<file path="src/rtl/memory_access.sv">
// MEM pipeline stage: EX/MEM register, branch resolution, and a req/ack data-memory port.
// Optional `MEM_TIMEOUT_EN aborts an access after TIMEOUT_CYCLES cycles without ack.
module memory_access #(
    parameter int unsigned TIMEOUT_CYCLES = 16
) (
    input  logic        clk,
    input  logic        reset,
    input  logic        in_valid,
    input  logic [31:0] branch_or_not_address,
    input  logic        zero,
    input  logic [31:0] ALU_result,
    input  logic [4:0]  write_register,
    input  logic [31:0] read_data_2,
    input  logic        ctrl_memRead,
    input  logic        ctrl_memWrite,
    input  logic        ctrl_branch,
    input  logic        ctrl_regWrite,
    input  logic        ctrl_memToReg,
    output logic        stall,
    output logic        pc_src,
    output logic [31:0] branch_target,
    output logic        dmem_req,
    output logic        dmem_we,
    output logic [31:0] dmem_addr,
    output logic [31:0] dmem_wdata,
    input  logic [31:0] dmem_rdata,
    input  logic        dmem_ack,
    output logic        valid_mem_wb,
    output logic [31:0] read_data_mem_wb,
    output logic [31:0] alu_result_mem_wb,
    output logic [4:0]  write_register_mem_wb,
    output logic        ctrl_regWrite_mem_wb,
    output logic        ctrl_memToReg_mem_wb,
    output logic        mem_error
);

    typedef enum logic [0:0] {StIdle, StAccess} state_e;

    state_e      state_q, state_d;

    // EX/MEM register
    logic [31:0] ex_alu_q, ex_alu_d;
    logic [31:0] ex_wdata_q, ex_wdata_d;
    logic [4:0]  ex_wr_q, ex_wr_d;
    logic        ex_mem_read_q, ex_mem_read_d;
    logic        ex_mem_write_q, ex_mem_write_d;
    logic        ex_reg_write_q, ex_reg_write_d;
    logic        ex_mem_to_reg_q, ex_mem_to_reg_d;
    logic [31:0] bt_q, bt_d;
    logic        pc_src_q, pc_src_d;

    // MEM/WB register
    logic        valid_q, valid_d;
    logic        err_q, err_d;
    logic [31:0] wb_rdata_q, wb_rdata_d;
    logic [31:0] wb_alu_q, wb_alu_d;
    logic [4:0]  wb_wr_q, wb_wr_d;
    logic        wb_rw_q, wb_rw_d;
    logic        wb_m2r_q, wb_m2r_d;

    logic        is_mem;
    logic        bad_op;

    assign is_mem = ctrl_memRead | ctrl_memWrite;
    assign bad_op = (ctrl_memRead & ctrl_memWrite) | (is_mem & (ALU_result[1:0] != 2'b00));

`ifdef MEM_TIMEOUT_EN
    localparam int unsigned CntW = (TIMEOUT_CYCLES > 1) ? $clog2(TIMEOUT_CYCLES) : 1;
    logic [CntW-1:0] cnt_q, cnt_d;
    logic            timeout;

    // cnt_q counts ACCESS cycles already spent without ack; this one would be the limit.
    assign timeout = (cnt_q == CntW'(TIMEOUT_CYCLES - 1));

    always_ff @(posedge clk or negedge reset) begin
        if (!reset) begin
            cnt_q <= '0;
        end else begin
            cnt_q <= cnt_d;
        end
    end
`else
    logic unused_timeout;
    assign unused_timeout = ^TIMEOUT_CYCLES;
`endif

    always_comb begin
        state_d         = state_q;
        ex_alu_d        = ex_alu_q;
        ex_wdata_d      = ex_wdata_q;
        ex_wr_d         = ex_wr_q;
        ex_mem_read_d   = ex_mem_read_q;
        ex_mem_write_d  = ex_mem_write_q;
        ex_reg_write_d  = ex_reg_write_q;
        ex_mem_to_reg_d = ex_mem_to_reg_q;
        bt_d            = bt_q;
        pc_src_d        = 1'b0;
        valid_d         = 1'b0;
        err_d           = 1'b0;
        wb_rdata_d      = wb_rdata_q;
        wb_alu_d        = wb_alu_q;
        wb_wr_d         = wb_wr_q;
        wb_rw_d         = wb_rw_q;
        wb_m2r_d        = wb_m2r_q;
`ifdef MEM_TIMEOUT_EN
        cnt_d           = cnt_q;
`endif

        case (state_q)
            StIdle: begin
                if (in_valid) begin
                    ex_alu_d        = ALU_result;
                    ex_wdata_d      = read_data_2;
                    ex_wr_d         = write_register;
                    ex_mem_read_d   = ctrl_memRead;
                    ex_mem_write_d  = ctrl_memWrite;
                    ex_reg_write_d  = ctrl_regWrite;
                    ex_mem_to_reg_d = ctrl_memToReg;
                    bt_d            = branch_or_not_address;
                    pc_src_d        = ctrl_branch & zero;
                    if (bad_op) begin
                        valid_d    = 1'b1;
                        err_d      = 1'b1;
                        wb_rdata_d = '0;
                        wb_alu_d   = ALU_result;
                        wb_wr_d    = write_register;
                        wb_rw_d    = 1'b0;
                        wb_m2r_d   = 1'b0;
                    end else if (is_mem) begin
                        state_d = StAccess;
`ifdef MEM_TIMEOUT_EN
                        cnt_d   = '0;
`endif
                    end else begin
                        valid_d    = 1'b1;
                        wb_rdata_d = '0;
                        wb_alu_d   = ALU_result;
                        wb_wr_d    = write_register;
                        wb_rw_d    = ctrl_regWrite;
                        wb_m2r_d   = ctrl_memToReg;
                    end
                end
            end
            StAccess: begin
                if (dmem_ack) begin
                    state_d    = StIdle;
                    valid_d    = 1'b1;
                    wb_rdata_d = ex_mem_read_q ? dmem_rdata : 32'h0;
                    wb_alu_d   = ex_alu_q;
                    wb_wr_d    = ex_wr_q;
                    wb_rw_d    = ex_reg_write_q;
                    wb_m2r_d   = ex_mem_to_reg_q;
                end
`ifdef MEM_TIMEOUT_EN
                else if (timeout) begin
                    state_d    = StIdle;
                    valid_d    = 1'b1;
                    err_d      = 1'b1;
                    wb_rdata_d = '0;
                    wb_alu_d   = ex_alu_q;
                    wb_wr_d    = ex_wr_q;
                    wb_rw_d    = 1'b0;
                    wb_m2r_d   = 1'b0;
                end else begin
                    cnt_d = cnt_q + CntW'(1);
                end
`endif
            end
            default: state_d = StIdle;
        endcase
    end

    always_ff @(posedge clk or negedge reset) begin
        if (!reset) begin
            state_q         <= StIdle;
            ex_alu_q        <= '0;
            ex_wdata_q      <= '0;
            ex_wr_q         <= '0;
            ex_mem_read_q   <= 1'b0;
            ex_mem_write_q  <= 1'b0;
            ex_reg_write_q  <= 1'b0;
            ex_mem_to_reg_q <= 1'b0;
            bt_q            <= '0;
            pc_src_q        <= 1'b0;
            valid_q         <= 1'b0;
            err_q           <= 1'b0;
            wb_rdata_q      <= '0;
            wb_alu_q        <= '0;
            wb_wr_q         <= '0;
            wb_rw_q         <= 1'b0;
            wb_m2r_q        <= 1'b0;
        end else begin
            state_q         <= state_d;
            ex_alu_q        <= ex_alu_d;
            ex_wdata_q      <= ex_wdata_d;
            ex_wr_q         <= ex_wr_d;
            ex_mem_read_q   <= ex_mem_read_d;
            ex_mem_write_q  <= ex_mem_write_d;
            ex_reg_write_q  <= ex_reg_write_d;
            ex_mem_to_reg_q <= ex_mem_to_reg_d;
            bt_q            <= bt_d;
            pc_src_q        <= pc_src_d;
            valid_q         <= valid_d;
            err_q           <= err_d;
            wb_rdata_q      <= wb_rdata_d;
            wb_alu_q        <= wb_alu_d;
            wb_wr_q         <= wb_wr_d;
            wb_rw_q         <= wb_rw_d;
            wb_m2r_q        <= wb_m2r_d;
        end
    end

    // Request and stall follow state directly so an async reset drops them at once.
    assign stall                 = (state_q == StAccess);
    assign dmem_req              = (state_q == StAccess);
    assign dmem_we               = ex_mem_write_q;
    assign dmem_addr             = ex_alu_q;
    assign dmem_wdata            = ex_wdata_q;
    assign pc_src                = pc_src_q;
    assign branch_target         = bt_q;
    assign valid_mem_wb          = valid_q;
    assign mem_error             = err_q;
    assign read_data_mem_wb      = wb_rdata_q;
    assign alu_result_mem_wb     = wb_alu_q;
    assign write_register_mem_wb = wb_wr_q;
    assign ctrl_regWrite_mem_wb  = wb_rw_q;
    assign ctrl_memToReg_mem_wb  = wb_m2r_q;

endmodule

</file>
<file path="config.mk">
export PLATFORM = sky130hd
export DESIGN_NAME = memory_access
export DESIGN_NICKNAME = d
export VERILOG_FILES = /design/src/rtl/memory_access.sv
export SDC_FILE = /design/constraint.sdc
export NUM_CORES = 1
export LEC_CHECK = 0
export CAP_MARGIN = 0
export CORE_ASPECT_RATIO = 2
export CORE_MARGIN = 2
export CORE_UTILIZATION = 46
export DETAILED_ROUTE_END_ITERATION = 6
export MAX_ROUTING_LAYER = met4
export PLACE_DENSITY_LB_ADDON = 0.1
export REMOVE_ABC_BUFFERS = 1
export SLEW_MARGIN = 30
export SYNTH_ARGS = -nofsm -noshare
export SYNTH_HDL_FRONTEND = slang
export SYNTH_SLANG_ARGS = --single-unit
</file>
<file path="constraint.sdc">
create_clock -name clk -period 3.4 [get_ports clk]
set_input_delay 0.68 -clock clk [delete_from_list [all_inputs] [get_ports clk]]
set_output_delay 0.68 -clock clk [all_outputs]
set_load 0.05 [all_outputs]
</file>
==> impl_metrics.env, run 1 <==
export IMPL_yosysWarnings=0
export IMPL_yosys_cell_types_count=31
export IMPL_coreArea_mm2=0.0161
export IMPL_synth_compound_area_share_pct=8.44
export IMPL_yosys_area_share_simple_pct=22.1
export IMPL_cts_hold_buf=0
export IMPL_power_switching_uw=2560
export IMPL_drive_gt1_share_pct=7.22
export IMPL_gp_congestion=0.738
export IMPL_port_buffers=315
export IMPL_core_rowCount=66
export IMPL_insertion_delay_ns=0.43
export IMPL_cts_tree="done"
export IMPL_required_ns=2.72
export IMPL_slowest_stage="clkdlybuf4s50_1"
export IMPL_wl_per_cell_um=16.4
export IMPL_reg2reg_slack_ns=1.30
export IMPL_synthAdderAreaFrac_pct=0
export IMPL_timing_final_crit_period_ns=2.81
export IMPL_synth_area_leaders="dfrtp_1, nand2_1, mux2i_1"
export IMPL_hold_ws_ns=0.312
export IMPL_p_comb_share_pct=32.8
export IMPL_drtIter0Drc=301
export IMPL_die_area_mm2=0.0174
export IMPL_cts_num_sinks=180
export IMPL_internal_power_uw=4230
export IMPL_netlist_area_leader_share_pct=60.0
export IMPL_avgSynthCellArea_um2=9.53
export IMPL_swShare_pct=37.7
export IMPL_postRouteAntennaNets=0
export IMPL_firstDrtPassIters=4
export IMPL_power_leakage_uw=0.00515
export IMPL_grt_start_max_net_pins=87
export IMPL_power_frac_seq_pct=38.2
export IMPL_clockRootBuffer="clkbuf_16"
export IMPL_post_dp_hpwl_um=14800
export IMPL_clkPwrFrac_pct=29.0
export IMPL_yosysMostFrequentCell="nand2_1"
export IMPL_rr_endpoint="alu_result_mem_wb[29]"
export IMPL_syn_to_final_growth_pct=52.2
export IMPL_start_util_pct=46.7
export IMPL_muxShareOfSynthArea_pct=5.35
export IMPL_postCtsSetupRepairBufs=0
export IMPL_cp_cell_sequence="clkdlybuf4s50_1"
export IMPL_num_antenna_cells=0
export IMPL_crit_path_start_kind="flip-flop"
export IMPL_finalMaxSlewViolations=0
export IMPL_ys_ff_latch=180
export IMPL_synth_flop_cell="dfrtp_1"
export IMPL_worstMarginPinSlew_ns=0.811
export IMPL_netlist_top_cells_count="nand2_1, dfrtp_1, mux2i_1, nor2_1, nand3_1"
export IMPL_grt_pass1_vias=6682
export IMPL_cts_buffers=17
export IMPL_netlist_instances=788
export IMPL_antenna_found_initial=0
export IMPL_netlist_area_mm2=0.00751
export IMPL_synth_top_family_by_area="simple AND/OR/NAND/NOR gates"
export IMPL_status="complete, no violations"
export IMPL_path_buf_inv=1
export IMPL_clk_pin_slew_ns=0.07
export IMPL_crit_family="buffers and inverters"
export IMPL_synth_edf_count=0
export IMPL_hold_viol=0
export IMPL_drv_cap=0
export IMPL_critical_path_max_fanout=23
export IMPL_synth_top_cell_by_area="dfrtp_1"
export IMPL_r2r_cells=4
export IMPL_cp_end_kind="primary output"
export IMPL_hp_class="input port to async pin"
export IMPL_ios=316
export IMPL_fmax_mhz=356
export IMPL_layout_nets=1224
export IMPL_clockBufferDepth=2
export IMPL_ys_async_sr_fraction_pct=100
export IMPL_finalCritPeriodShare_pct=82.5
export IMPL_post_drt_via_cell_ratio=5.05
export IMPL_dpl_cell_count=1266
export IMPL_die_h_um=185
export IMPL_p_per_area_mw_per_mm2=594
export IMPL_cts_resized=0
export IMPL_vias=6549
export IMPL_gr_total_overflow=0
export IMPL_cts_htree_levels=4
export IMPL_slowest_delay_ns=0.92
export IMPL_slew_headroom_pct=45.9
export IMPL_wl_um=21200
export IMPL_die_x_um=94.4
export IMPL_grt_pass1_wl_um=33800
export IMPL_crit_type="flip-flop to primary output"
export IMPL_r2r_start="dmem_req"
export IMPL_worstPathArrival_ns=2.13
export IMPL_clock_skew_ns=0.0115
export IMPL_grt_setup_unrepaired="false"
export IMPL_place_area_mm2=0.0108
export IMPL_fin_area_mm2=0.0114
export IMPL_vdd_drop_max_mv=0.420
export IMPL_track_usage_pct=25.4
export IMPL_finalSetupViolations=0
export IMPL_fin_cells=1298
export IMPL_synthXorXnorAreaFrac_pct=0.333
export IMPL_yosysSeqAreaShare_pct=60.0
export IMPL_route_detailed_drc=0
-- layer usage --
metal	GRT usage, %	part of all wire (%)	vias to the layer above
met4	9.51	2.7	0
met2	40.0	50	225
li1	-	-	3121
met3	7.03	6.9	37
met1	31.3	40	3166
met5	-	0	-
-- layout by cell type (no fill, tap or decap), types with 2 or more instances in the layout --
cell and instances:
nand2_1 350, clkdlybuf4s50_1 314, dfrtp_1 178, mux2i_1 39, nor2_1 39, nand3_1 33, o21ai_0 31, a22oi_2 20
a22oi_1 17, clkbuf_16 17, buf_4 10, buf_12 5, clkinv_4 4, inv_8 4, o21ai_1 3, inv_6 3
a32oi_1 2, dfrtp_2 2
-- worst max path at each step --
stage,start,to,slack [ns],depth (start not counted)
CTS,dmem_req,stall,0.57,1
global placement,in_valid,alu_result_mem_wb[0],0.88,5
floorplan,dmem_req,alu_result_mem_wb[0],-3.58,3
finish,dmem_req,dmem_req,0.59,1
global route,dmem_req,stall,0.51,1
detailed placement,dmem_ack,alu_result_mem_wb[0],0.82,5
-- power by group through the flow --
stage	clock network [uW]	logic, uW	registers [uW]
final	1970	2230	2590
after global routing	2120	2350	2630
after CTS	2020	2250	2590
after detailed placement	0	2240	2630
after global placement	0	2210	2620
after floorplan	0	428	3520
-- flip-flops by register name, indices dropped and copies added, names as in the netlist, 5 cells and up --
signal / flops
write_register_mem_wb: 5
alu_result_mem_wb: 32
dmem_wdata: 32
ex_wr_q: 5
read_data_mem_wb: 32
branch_target: 32
dmem_addr: 32
-- metrics by stage --
stage | util [%] | TNS [ns] | power, uW | setup slack [ns]
2_1_floorplan | - | -432.20 | 3950 | -3.58
3_3_place_gp | 67.3 | 0 | 4830 | 0.875
3_5_place_dp | 67.3 | 0 | 4870 | 0.816
4_1_cts | 71.0 | 0 | 6860 | 0.569
5_1_grt | 71.0 | 0 | 7100 | 0.513
6_report | 71.0 | 0 | 6790 | 0.594
-- logic make-up (layout without fill, tap and decap cells) --
kind of cell | Yosys count | after routing
AO/OA/AOI/OAI | 81 | 81
flip-flops | 180 | 180
AND/OR/NAND/NOR | 428 | 428
XOR/XNOR | 2 | 2
multiplexers | 40 | 40
buffers and inverters | 57 | 363
-- final cells by class --
cell class / instances / area, um^2
clock buffers: 17 / 425
clock inverters: 15 / 165
fillers: 1244 / 4670
inverters: 1 / 3.75
multi-input cells: 551 / 2750
flip-flops and latches: 180 / 4510
well taps: 204 / 255
repair buffers: 330 / 3330
No activity file was read; power rests on OpenSTA's default activity.
==> run 2: changes to the inputs <==
Settings changed: CORE_UTILIZATION 46 to 43.
Clock period 3.4 ns to 2.8 ns, I/O delays scaled along.
==> run 2 against run 1 <==
  * Sequential share of layout area is 0.11 points lower
  * Clock skew hardly changed
  * Worst setup slack worse by 0.023 ns
  * Clock power is 17% higher
  * Sequential power is 21% higher
  * Count of clock-buffer cells in the layout is 1 higher
  * Global-route usage is 0.35 points lower
  * Die area is 6.8% higher
  * Utilization is 4.3 points lower
==> impl_metrics.env, run 2 (same netlist as run 1, synthesis figures left out) <==
export IMPL_required_ns=2.24
export IMPL_wl_um=22000
export IMPL_hp_class="input port to async pin"
export IMPL_finalSetupViolations=0
export IMPL_layout_nets=1226
export IMPL_power_frac_seq_pct=38.3
export IMPL_final_cell_mix="nand2_1, clkdlybuf4s50_1, dfrtp_1, mux2i_1, nor2_1"
export IMPL_crit_path_end="stall"
export IMPL_clk_pin_slew_ns=0.07
export IMPL_die_h_um=191
export IMPL_cts_num_sinks=180
export IMPL_swShare_pct=37.3
export IMPL_setup_tns_final_ns=0
export IMPL_p_per_area_mw_per_mm2=715
export IMPL_clkPwrFrac_pct=28.1
export IMPL_firstDrtPassIters=4
export IMPL_slew_headroom_pct=53.9
export IMPL_drv_cap=0
export IMPL_worstPathArrival_ns=1.67
export IMPL_fmax_mhz=449
export IMPL_post_dp_hpwl_um=15300
export IMPL_hold_viol=0
export IMPL_power_switching_uw=3060
export IMPL_drive_gt1_share_pct=7.57
export IMPL_coreArea_mm2=0.0172
export IMPL_cts_resized=0
export IMPL_finalMaxSlewViolations=0
export IMPL_r2r_start="dmem_req"
export IMPL_timing_final_crit_period_ns=2.23
export IMPL_pre_cts_slack_ns=0.557
export IMPL_r2r_cells=5
export IMPL_cp_end_kind="primary output"
export IMPL_port_buffers=315
export IMPL_gp_congestion=0.805
export IMPL_drtIter0Drc=292
export IMPL_cts_htree_levels=4
export IMPL_finalCritPeriodShare_pct=79.6
export IMPL_route_detailed_drc=0
export IMPL_grt_start_max_net_pins=86
export IMPL_ios=316
export IMPL_internal_power_uw=5140
export IMPL_gr_total_overflow=0
export IMPL_clockBufferDepth=2
export IMPL_die_area_mm2=0.0186
export IMPL_crit_path_start_kind="flip-flop"
export IMPL_core_rowCount=68
export IMPL_status="complete, no violations"
export IMPL_cp_cell_sequence="buf_12 > buf_4"
export IMPL_vias=6539
export IMPL_cts_tree="done"
export IMPL_hold_ws_ns=0.112
export IMPL_power_leakage_uw=0.00516
export IMPL_wl_per_cell_um=16.8
export IMPL_cts_hold_buf=0
export IMPL_p_comb_share_pct=33.5
export IMPL_slowest_delay_ns=0.63
export IMPL_slowest_stage="dfrtp_2"
export IMPL_insertion_delay_ns=0.43
export IMPL_antenna_found_initial=1
export IMPL_postRouteAntennaNets=0
export IMPL_grt_pass1_vias=6925
export IMPL_start_util_pct=43.7
export IMPL_syn_to_final_growth_pct=52.6
export IMPL_post_drt_via_cell_ratio=5.00
export IMPL_rr_endpoint="alu_result_mem_wb[29]"
export IMPL_die_x_um=97.5
export IMPL_final_common_cell="nand2_1"
export IMPL_clockRootBuffer="clkbuf_16"
export IMPL_cts_buffers=17
export IMPL_reg2reg_slack_ns=0.96
export IMPL_postCtsSetupRepairBufs=0
export IMPL_vdd_drop_max_mv=0.440
export IMPL_track_usage_pct=25.1
export IMPL_setup_worst_path_start="dmem_req"
export IMPL_grt_pass1_wl_um=36000
export IMPL_fin_ws_ns=0.571
export IMPL_worstMarginPinSlew_ns=0.692
export IMPL_critical_path_max_fanout=33
export IMPL_clock_skew_ns=0.0116
export IMPL_crit_type="flip-flop to primary output"
export IMPL_grt_setup_unrepaired="false"
[run 2: changes by cell type in the layout (fill, tap and decap cells not counted), sizes merged]
cell,before,now
clkinv,6,7
clkdlybuf4s50,314,312
inv,8,5
clkbuf,17,18
diode,0,1
buf,16,20
clkinvlp,1,2
[run 2: worst min-delay path by stage]
| stage | endpoint |
|---|---|
| after floorplan | alu_result_mem_wb[0] |
| after global routing | dmem_addr[6] |
| after global placement | ex_mem_to_reg_q |
| final | read_data_mem_wb[31] |
| after CTS | read_data_mem_wb[10] |
| after detailed placement | dmem_wdata[16] |
[run 2: worst max-delay path, delay by kind of cell (launching register included)]
kind                   cells  cell delay, ns
buffers and inverters      2            0.58
DFF                        1            0.63
[run 2: final cells by class]
type                       count  area, um^2
clock buffer                  18         439
multi-input combinational    551        2750
inverter                       1        3.75
antenna                        1        2.50
sequential                   180        4510
tap                          210         263
timing repair buffer         332        3380
clock inverter                14         126
fill                        1398        5720
[run 2: per-stage QoR]
stage | utilization (%) | std cells | power (uW) | instance area (um^2)
finish | 66.7 | 1307 | 8190 | 11500
global route | 66.7 | 1307 | 8580 | 11500
floorplan | - | 732 | 4800 | 7230
CTS | 66.7 | 1306 | 8290 | 11500
detailed placement | 63.4 | 1274 | 5950 | 10900
global placement | 63.4 | 1274 | 5920 | 10900
[run 2: routing by layer]
metal,vias to the layer above,share of wire [%],track usage (%)
met5,-,0,-
met4,0,2.9,9.24
met3,35,5.7,5.78
met2,248,53,43.8
met1,3129,38,27.9
li1,3127,-,-
[run 2: power by group through the flow]
stage	combinational (uW)	clock, uW	sequential [uW]
global route	2900	2500	3180
CTS	2780	2370	3140
detailed placement	2770	0	3180
finish	2750	2310	3140
global placement	2750	0	3170
floorplan	520	0	4280
==> run 3: changes to the inputs <==
Clock period 2.8 ns to 2.2 ns, I/O delays scaled along.
==> run 3 against run 2 <==
  * Via count is 0.17% higher
  * Power is 30% higher
  * Register-to-register slack worse by 0.49 ns
  * Cell area is 1.8% higher
  * Non-clock buffer count is 12 higher
  * Clock power is 33% higher
  * Count of clock-buffer cells in the layout is 4 higher
  * Critical path depth is 1 lower
  * Sequential power is 26% higher
  * Sequential share of layout area is 0.71 points lower
  * Worst setup slack worse by 0.46 ns
  * Critical path type unchanged
  * Critical endpoint is now ctrl_regWrite_mem_wb
  * Highest routed layer unchanged
==> impl_metrics.env, run 3 (same netlist as run 1, synthesis figures left out) <==
export IMPL_clockBufferDepth=2
export IMPL_total_power_uw=10600
export IMPL_p_comb_share_pct=33.7
export IMPL_slew_headroom_pct=53.8
export IMPL_swShare_pct=35.8
export IMPL_wl_um=22000
export IMPL_insertion_delay_ns=0.43
export IMPL_path_buf_inv=1
export IMPL_finalMaxSlewViolations=0
export IMPL_final_cell_mix="nand2_1, clkdlybuf4s50_1, dfrtp_1, mux2i_1, nor2_1"
export IMPL_status="complete, no violations"
export IMPL_clock_skew_ns=0.00774
export IMPL_grt_start_max_net_pins=72
export IMPL_fin_area_mm2=0.0117
export IMPL_ios=316
export IMPL_cp_depth=1
export IMPL_hp_class="flip-flop to flip-flop"
export IMPL_grt_setup_unrepaired="false"
export IMPL_grt_pass1_wl_um=35000
export IMPL_die_area_mm2=0.0186
export IMPL_nFillCells=1395
export IMPL_cts_htree_levels=4
export IMPL_die_h_um=191
export IMPL_cp_end_kind="primary output"
export IMPL_slowest_stage="clkdlybuf4s50_1"
export IMPL_crit_family="buffers and inverters"
export IMPL_crit_path_start_kind="flip-flop"
export IMPL_drv_cap=0
export IMPL_rr_endpoint="alu_result_mem_wb[24]"
export IMPL_power_leakage_uw=0.00526
export IMPL_setup_worst_path_start="ctrl_regWrite_mem_wb"
export IMPL_cts_buffers=17
export IMPL_clkPwrFrac_pct=29.0
export IMPL_clk_pin_slew_ns=0.06
export IMPL_postCtsSetupRepairBufs=0
export IMPL_cp_cell_sequence="clkdlybuf4s50_1"
export IMPL_critical_path_max_fanout=4
export IMPL_drtIter0Drc=311
export IMPL_cts_tree="done"
export IMPL_num_antenna_cells=0
export IMPL_reg2reg_slack_ns=0.47
export IMPL_antenna_found_initial=0
export IMPL_clockRootBuffer="clkbuf_16"
export IMPL_cts_num_sinks=180
export IMPL_crit_type="flip-flop to primary output"
export IMPL_post_dp_hpwl_um=15600
export IMPL_layout_nets=1238
export IMPL_r2r_cells=5
export IMPL_fmax_mhz=478
export IMPL_power_switching_uw=3800
export IMPL_route_detailed_drc=0
export IMPL_slowest_delay_ns=0.83
export IMPL_port_buffers=315
export IMPL_gr_total_overflow=0
export IMPL_required_ns=1.76
export IMPL_die_x_um=97.5
export IMPL_firstDrtPassIters=4
export IMPL_crit_path_end="ctrl_regWrite_mem_wb"
export IMPL_worstMarginPinSlew_ns=0.692
export IMPL_core_rowCount=68
export IMPL_min_path_cells=2
export IMPL_post_drt_via_cell_ratio=4.97
export IMPL_dpl_cell_count=1285
export IMPL_timing_final_crit_period_ns=2.09
export IMPL_hold_viol=0
export IMPL_final_common_cell="nand2_1"
export IMPL_start_util_pct=43.7
export IMPL_syn_to_final_growth_pct=55.4
export IMPL_grt_pass1_vias=6743
export IMPL_track_usage_pct=24.3
export IMPL_drive_gt1_share_pct=8.13
export IMPL_place_area_mm2=0.0111
export IMPL_vias=6550
export IMPL_wl_per_cell_um=16.7
export IMPL_coreArea_mm2=0.0172
export IMPL_power_frac_seq_pct=37.3
export IMPL_gp_congestion=0.819
export IMPL_r2r_start="dmem_req"
export IMPL_p_per_area_mw_per_mm2=910
export IMPL_postRouteAntennaNets=0
export IMPL_worstPathArrival_ns=1.65
export IMPL_vdd_drop_max_mv=0.552
export IMPL_finalCritPeriodShare_pct=95.0
export IMPL_fin_cells=1317
export IMPL_internal_power_uw=6820
export IMPL_finalSetupViolations=0
[run 3: cell type report]
| type | instances | area [um^2] | area share (%) |
|---|---|---|---|
| clock buffers | 22 | 464 | 3.98 |
| clock inverters | 9 | 129 | 1.10 |
| repair buffers | 344 | 3550 | 30.4 |
| flip-flops and latches | 180 | 4510 | 38.6 |
| multi-input cells | 551 | 2760 | 23.6 |
| well taps | 210 | 263 | 2.25 |
| inverters | 1 | 3.75 | 0.0322 |
[run 3: worst min-delay path by stage]
stage,startpoint,end,slack (ns)
floorplan,reset,alu_result_mem_wb[0],0.14
global placement,reset,read_data_mem_wb[31],0.39
detailed placement,reset,read_data_mem_wb[16],0.39
CTS,branch_target[26],branch_target[26],0.48
global route,dmem_wdata[9],dmem_wdata[9],0.50
finish,branch_target[14],branch_target[14],0.47
[run 3: metrics by stage]
step,worst slack (ns),setup TNS [ns],util (%),hold slack [ns]
after floorplan,-4.78,-647.99,-,0.144
after global placement,-0.253,-7.70,64.4,0.390
after detailed placement,0.0665,0,64.4,0.394
after CTS,0.0770,0,67.9,0.478
after global routing,0.0503,0,67.9,0.496
final,0.110,0,67.9,0.473
[run 3: what timing repair did]
action / CTS / global route
endpoints found under the setup margin: 0 / 0
resized for setup: 0 / 0
hold buffers: 1 / 0
hold endpoints to repair: 40 / 0
[run 3: power groups by stage]
stage	clock network (uW)	logic, uW	registers (uW)
floorplan	0	662	5450
global placement	0	3580	4000
detailed placement	0	3600	4020
CTS	3150	3610	3970
global route	3280	3760	4020
finish	3080	3580	3960
[run 3: routing by layer]
metal  GRT usage [%]  vias up  share of wire, %
met4            7.96        0               2.2
met3            5.92       27               5.7
li1                -     3151                 -
met2            42.4      240                54
met5               -        -                 0
met1            27.5     3132                38
